`config.mk`:
```
export PLATFORM = sky130hd
export DESIGN_NAME = ricpu_dmem_responder
export DESIGN_NICKNAME = d
export VERILOG_FILES = /design/src/rtl/ricpu_pkg.sv /design/src/rtl/ricpu_dmem_array.sv /design/src/rtl/ricpu_dmem_responder.sv
export SDC_FILE = /design/constraint.sdc
export NUM_CORES = 2
export LEC_CHECK = 0
export ABC_CLOCK_PERIOD_IN_PS = 4700
export BUFFER_PORTS_ARGS = -buffer_cell sky130_fd_sc_hd__clkbuf_2
export CAP_MARGIN = 0
export CORE_MARGIN = 2
export CORE_UTILIZATION = 40
export CTS_CLUSTER_DIAMETER = 120
export DETAILED_ROUTE_END_ITERATION = 6
export PLACE_DENSITY = 0.54
export SLEW_MARGIN = 25
export SYNTH_ARGS = -nofsm -noshare
export SYNTH_HDL_FRONTEND = slang
export SYNTH_SLANG_ARGS = --single-unit
export TNS_END_PERCENT = 10
```
`constraint.sdc`:
```
create_clock -name clk -period 4.7 [get_ports clk]
set_input_delay 1.175 -clock clk [delete_from_list [all_inputs] [get_ports clk]]
set_output_delay 1.175 -clock clk [all_outputs]
set_load 0.005 [all_outputs]
```
`src/rtl/ricpu_pkg.sv`:
```
// Shared definitions for the RICPU data-memory responder.
package ricpu_pkg;

   localparam int DATA_W_DEF  = 32;
   localparam int ADDR_W_DEF  = 6;
   localparam int WAIT_CNT_W  = 4;

   typedef enum logic [1:0] {
      S_IDLE = 2'd0,
      S_WAIT = 2'd1,
      S_RESP = 2'd2
   } dmem_state_t;

   // Counter start value: WAIT runs from wait_cycles-1 down to 0.
   function automatic logic [WAIT_CNT_W-1:0] wait_load(input int wait_cycles);
      return (wait_cycles > 0) ? WAIT_CNT_W'(wait_cycles - 1) : '0;
   endfunction

endpackage

```
`src/rtl/ricpu_dmem_array.sv`:
```
// Word-addressed storage: synchronous write, asynchronous read, no reset.
module ricpu_dmem_array
   import ricpu_pkg::*;
#(
   parameter int DATA_W = DATA_W_DEF,
   parameter int ADDR_W = ADDR_W_DEF
) (
   input  logic              clk,
   input  logic              we,
   input  logic [ADDR_W-1:0] idx,
   input  logic [DATA_W-1:0] w_data,
   output logic [DATA_W-1:0] r_data
);

   logic [DATA_W-1:0] mem [2**ADDR_W];

   // Write port; contents survive reset.
   always_ff @(posedge clk) begin
      if (we) mem[idx] <= w_data;
   end

   assign r_data = mem[idx];

endmodule

```
`src/rtl/ricpu_dmem_responder.sv`:
```
// Handshaked single-word load/store responder with programmable wait states.
//
//   state  | meaning
//   S_IDLE | waiting for mem_req; also the cycle that shows mem_ack
//   S_WAIT | counting wait states down to 0
//   S_RESP | access resolved; store committed and ack/data registered at its end
module ricpu_dmem_responder
   import ricpu_pkg::*;
#(
   parameter int DATA_W      = DATA_W_DEF,
   parameter int ADDR_W      = ADDR_W_DEF,
   parameter int WAIT_CYCLES = 2
) (
   input  logic              clk,
   input  logic              rst,
   input  logic              mem_req,
   input  logic              mem_we,
   input  logic [31:0]       mem_addr,
   input  logic [DATA_W-1:0] mem_w_data,
   output logic              mem_busy,
   output logic              mem_ack,
   output logic [DATA_W-1:0] mem_r_data,
   output logic              mem_err
);

   localparam logic [WAIT_CNT_W-1:0] WAIT_LOAD = wait_load(WAIT_CYCLES);

   dmem_state_t             state, state_nxt;
   logic [WAIT_CNT_W-1:0]   cnt, cnt_nxt;
   logic                    lat_we;
   logic [31:0]             lat_addr;
   logic [DATA_W-1:0]       lat_w_data;
   logic                    addr_err;
   logic [ADDR_W-1:0]       idx;
   logic                    arr_we;
   logic [DATA_W-1:0]       arr_r_data;

   assign addr_err = (lat_addr[1:0] != 2'b00) || ((lat_addr >> (ADDR_W + 2)) != 32'd0);
   assign idx      = lat_addr[ADDR_W+1:2];
   // Reset forces S_IDLE asynchronously, so a store caught mid-flight never commits.
   assign arr_we   = (state == S_RESP) && lat_we && !addr_err;
   assign mem_busy = (state != S_IDLE);

   // State and wait-counter registers.
   always_ff @(posedge clk or posedge rst) begin
      if (rst) begin
         state <= S_IDLE;
         cnt   <= '0;
      end else begin
         state <= state_nxt;
         cnt   <= cnt_nxt;
      end
   end

   // Next-state and counter logic.
   always_comb begin
      state_nxt = state;
      cnt_nxt   = cnt;
      case (state)
         S_IDLE: begin
            if (mem_req) begin
               if (WAIT_CYCLES == 0) begin
                  state_nxt = S_RESP;
               end else begin
                  state_nxt = S_WAIT;
                  cnt_nxt   = WAIT_LOAD;
               end
            end
         end
         S_WAIT: begin
            if (cnt == '0) state_nxt = S_RESP;
            else           cnt_nxt   = cnt - 1'b1;
         end
         S_RESP:  state_nxt = S_IDLE;
         default: state_nxt = S_IDLE;
      endcase
   end

   // Request latch; the requester may drop its inputs after acceptance.
   always_ff @(posedge clk or posedge rst) begin
      if (rst) begin
         lat_we     <= 1'b0;
         lat_addr   <= '0;
         lat_w_data <= '0;
      end else if ((state == S_IDLE) && mem_req) begin
         lat_we     <= mem_we;
         lat_addr   <= mem_addr;
         lat_w_data <= mem_w_data;
      end
   end

   // Registered response: one-cycle ack, data and error zero outside it.
   always_ff @(posedge clk or posedge rst) begin
      if (rst) begin
         mem_ack    <= 1'b0;
         mem_err    <= 1'b0;
         mem_r_data <= '0;
      end else if (state == S_RESP) begin
         mem_ack    <= 1'b1;
         mem_err    <= addr_err;
         mem_r_data <= (!addr_err && !lat_we) ? arr_r_data : '0;
      end else begin
         mem_ack    <= 1'b0;
         mem_err    <= 1'b0;
         mem_r_data <= '0;
      end
   end

   ricpu_dmem_array #(
      .DATA_W (DATA_W),
      .ADDR_W (ADDR_W)
   ) u_array (
      .clk    (clk),
      .we     (arr_we),
      .idx    (idx),
      .w_data (lat_w_data),
      .r_data (arr_r_data)
   );

endmodule

```
==> results.sh <==
export IMPL_status="complete, but fails checks"
export IMPL_violations="DRC"
export IMPL_start_util_pct=40.2
export IMPL_viasPerCell=6.25
export IMPL_cap_violations=0
export IMPL_drt_iter0_drc=7344
export IMPL_post_route_period_util_pct=89.0
export IMPL_die_h_um=458
export IMPL_rrSetupSlack_ns=0.52
export IMPL_synth_async_reset_ratio_pct=4.88
export IMPL_ios=103
export IMPL_netlist_area_um2=82300
export IMPL_cp_arrival_ns=4.85
export IMPL_synth_top_area_cell="edfxtp_1"
export IMPL_worstSkewPairLatency_ns=0.87
export IMPL_hp_class="in2async"
export IMPL_dpl_worst_slack_ns=0.738
export IMPL_place_gp_congestion=0.854
export IMPL_grt_overflow_total=0
export IMPL_area_growth_pct=14.6
export IMPL_firstDrtPassIters=7
export IMPL_synth_top_family_by_area="multiplexers"
export IMPL_clock_sinks=2153
export IMPL_yosysUniqueCellTypes=73
export IMPL_final_nets=4662
export IMPL_critPathMaxFanout=41
export IMPL_final_core_util_pct=46.1
export IMPL_route_final_wire_length_um=276000
export IMPL_fmax_mhz=239
export IMPL_grt_pass1_vias=45100
export IMPL_worstPathRequired_ns=5.37
export IMPL_synth_top_area_share_pct=74.7
export IMPL_cts_root_buffer_cell="clkbuf_16"
export IMPL_synth_compound_area_share_pct=7.67
export IMPL_synth_area_per_cell_um2=19.1
export IMPL_instances_no_fill=7473
export IMPL_dp_hpwl_um=164000
export IMPL_dp_cells=7064
export IMPL_rows=166
export IMPL_synthSimpleGateAreaFrac_pct=2.16
export IMPL_synth_area_mux_share_pct=10.1
export IMPL_setup_viol=0
export IMPL_cts_resized=0
export IMPL_clock_skew_ns=0.0416
export IMPL_netlist_instances=4306
export IMPL_worstSetupEndpointType="flop"
export IMPL_synth_seq_cells=2153
export IMPL_final_cell_mix="edfxtp_1, o22ai_1, mux2_2"
export IMPL_cts_made_buffers=215
export IMPL_die_area_um2=209000
export IMPL_routedWlPerCell_um=36.9
export IMPL_io_buffers=102
export IMPL_maxSlewHeadroom_pct=27.5
export IMPL_tightestPinTransition_ns=1.06
export IMPL_yosysSeqAreaShare_pct=77.9
export IMPL_drv_slew=0
export IMPL_grt_pass1_wl_um=379000
export IMPL_crit_type="reg2reg"
export IMPL_holdBufCountCts=0
export IMPL_yosys_warnings=0
export IMPL_drtAntennaViolNets=0
export IMPL_synthFlopType="edfxtp_1"
export IMPL_die_x_um=458
export IMPL_cts_tree="yes"
export IMPL_antenna_found_initial=13
export IMPL_cts_reportedPaths_clkPinSlew_ns=0.07
export IMPL_yosys_area_share_xor_xnor_pct=0.0213
export IMPL_drive_gt1_share_pct=24.5
export IMPL_fillCellCount=17300
export IMPL_grtUsageTotal_pct=26.0
export IMPL_drcViolationCount=2
export IMPL_rsz0062_at_grt="no"
export IMPL_vdd_drop_max_v=0.000948
export IMPL_p_leak_nw=29.8
export IMPL_vias=46700
export IMPL_finalSetupTns_ns=0
export IMPL_coreArea_um2=205000
export IMPL_postCtsSetupRepairBufs=0
export IMPL_grt_max_degree=82
export IMPL_cts_buffer_depth=3
export IMPL_ys_top_cells_by_area="edfxtp_1, mux4_2, dfrtp_1"
export IMPL_postLayoutSetupSlackWorst_ns=0.517
export IMPL_final_common_cell="edfxtp_1"
export IMPL_setup_worst_path_start_class="flop"
export IMPL_hold_violations=0
export IMPL_synth_edff_count=2048
export IMPL_period_minus_slack_ns=4.18
export IMPL_pwr_density_cell_nw_per_um2=639
export IMPL_synthAdderAreaFrac_pct=0.0152
export IMPL_synth_fp_nets=4375
export IMPL_htree_levels=4
state kept, by name, indices dropped and copies added (netlist names):
register and cells:
state 2, mem_r_data 32, mem_ack 1, lat_w_data 32, lat_addr 32, mem_err 1
cnt 4, u_array.mem 2048, lat_we 1
power by group:
part	switching (mW)	internal [mW]
combinational	13.3	5.27
sequential	0.861	24.1
clock	7.41	9.38
total	21.5	38.8
worst paths after layout:
path / startpoint / to / cells past startpoint
setup / recovery: lat_addr[4] / mem_r_data[31] / 7
hold / removal: rst / lat_w_data[9] / 2
setup reg to reg: lat_addr[4] / mem_r_data[31] / 7
hold reg to reg: cnt[0] / cnt[0] / 1
max in group asynchronous: rst / lat_w_data[24] / 3
min in group clk: cnt[0] / cnt[0] / 1
metrics by stage:
stage / total power [mW] / instance area (um^2) / hold WS [ns]
2_1_floorplan: 35.2 / 82300 / 0.462
3_3_place_gp: 43.4 / 87500 / 0.483
3_5_place_dp: 43.6 / 87500 / 0.496
4_1_cts: 60.2 / 94300 / 0.338
5_1_grt: 61.9 / 94300 / 0.390
6_report: 60.3 / 94300 / 0.378
synthesized netlist by cell type, types with 5 or more instances:
| library cell | count |
|---|---|
| clkbuf_1 | 76 |
| a211o_1 | 5 |
| nor4_1 | 20 |
| inv_1 | 5 |
| o22a_1 | 22 |
| and2_1 | 5 |
| and4_1 | 5 |
| a31oi_1 | 6 |
| a21oi_1 | 119 |
| o211ai_1 | 8 |
| buf_4 | 61 |
| nor2_1 | 144 |
| mux2_2 | 233 |
| nor3_1 | 20 |
| nor2b_1 | 16 |
| buf_2 | 94 |
| o22ai_1 | 277 |
| edfxtp_1 | 2048 |
| mux4_1 | 30 |
| dfrtp_1 | 105 |
| nand2b_1 | 8 |
| buf_1 | 16 |
| a2bb2oi_1 | 5 |
| nand2_1 | 97 |
| o32ai_1 | 6 |
| or4_1 | 8 |
| mux2i_1 | 142 |
| a22oi_1 | 53 |
| a22o_1 | 21 |
| o21ai_0 | 136 |
| a2111oi_0 | 5 |
| and3_1 | 10 |
| nand3_1 | 16 |
| o221ai_1 | 184 |
| a221oi_1 | 13 |
| a211oi_1 | 31 |
| buf_6 | 36 |
| mux4_2 | 153 |
final cells by class:
cell class              count  area (um^2)  area share [%]
multi-input cells        1857        17000            18.0
clock buffers             298         5890            6.25
repair buffers            358         2960            3.14
inverters                   8         45.0          0.0477
clock inverters           108          930           0.985
diodes                      3         7.51         0.00796
well taps                2688         3360            3.57
flip-flops and latches   2153        64200            68.0
critical path: stages, from the launching register on:
cell	delay [ns]
dfrtp_4	0.75
buf_4	0.61
buf_4	0.47
mux2i_1	0.20
a32oi_1	0.22
a21oi_1	0.19
or4_1	0.64
nor4_1	0.83
logic make-up (layout without fill, tap and decap cells):
family / after synthesis / count (layout)
other cells: 0 / 3
flops: 2153 / 2153
compound gates: 920 / 920
simple gates: 376 / 376
buf+inv: 296 / 772
mux: 558 / 558
fa+ha+maj: 1 / 1
xor+xnor: 2 / 2
routing by layer:
metal  vias up  routed length, um  global-route usage (%)
met3       466              27800                    5.45
met1     24800             114000                    37.5
met5         -                 41                       0
met4         6               9080                    7.98
li1      18500                  -                       -
met2      2945             125000                    39.8
(Power assumes the default switching activity.)
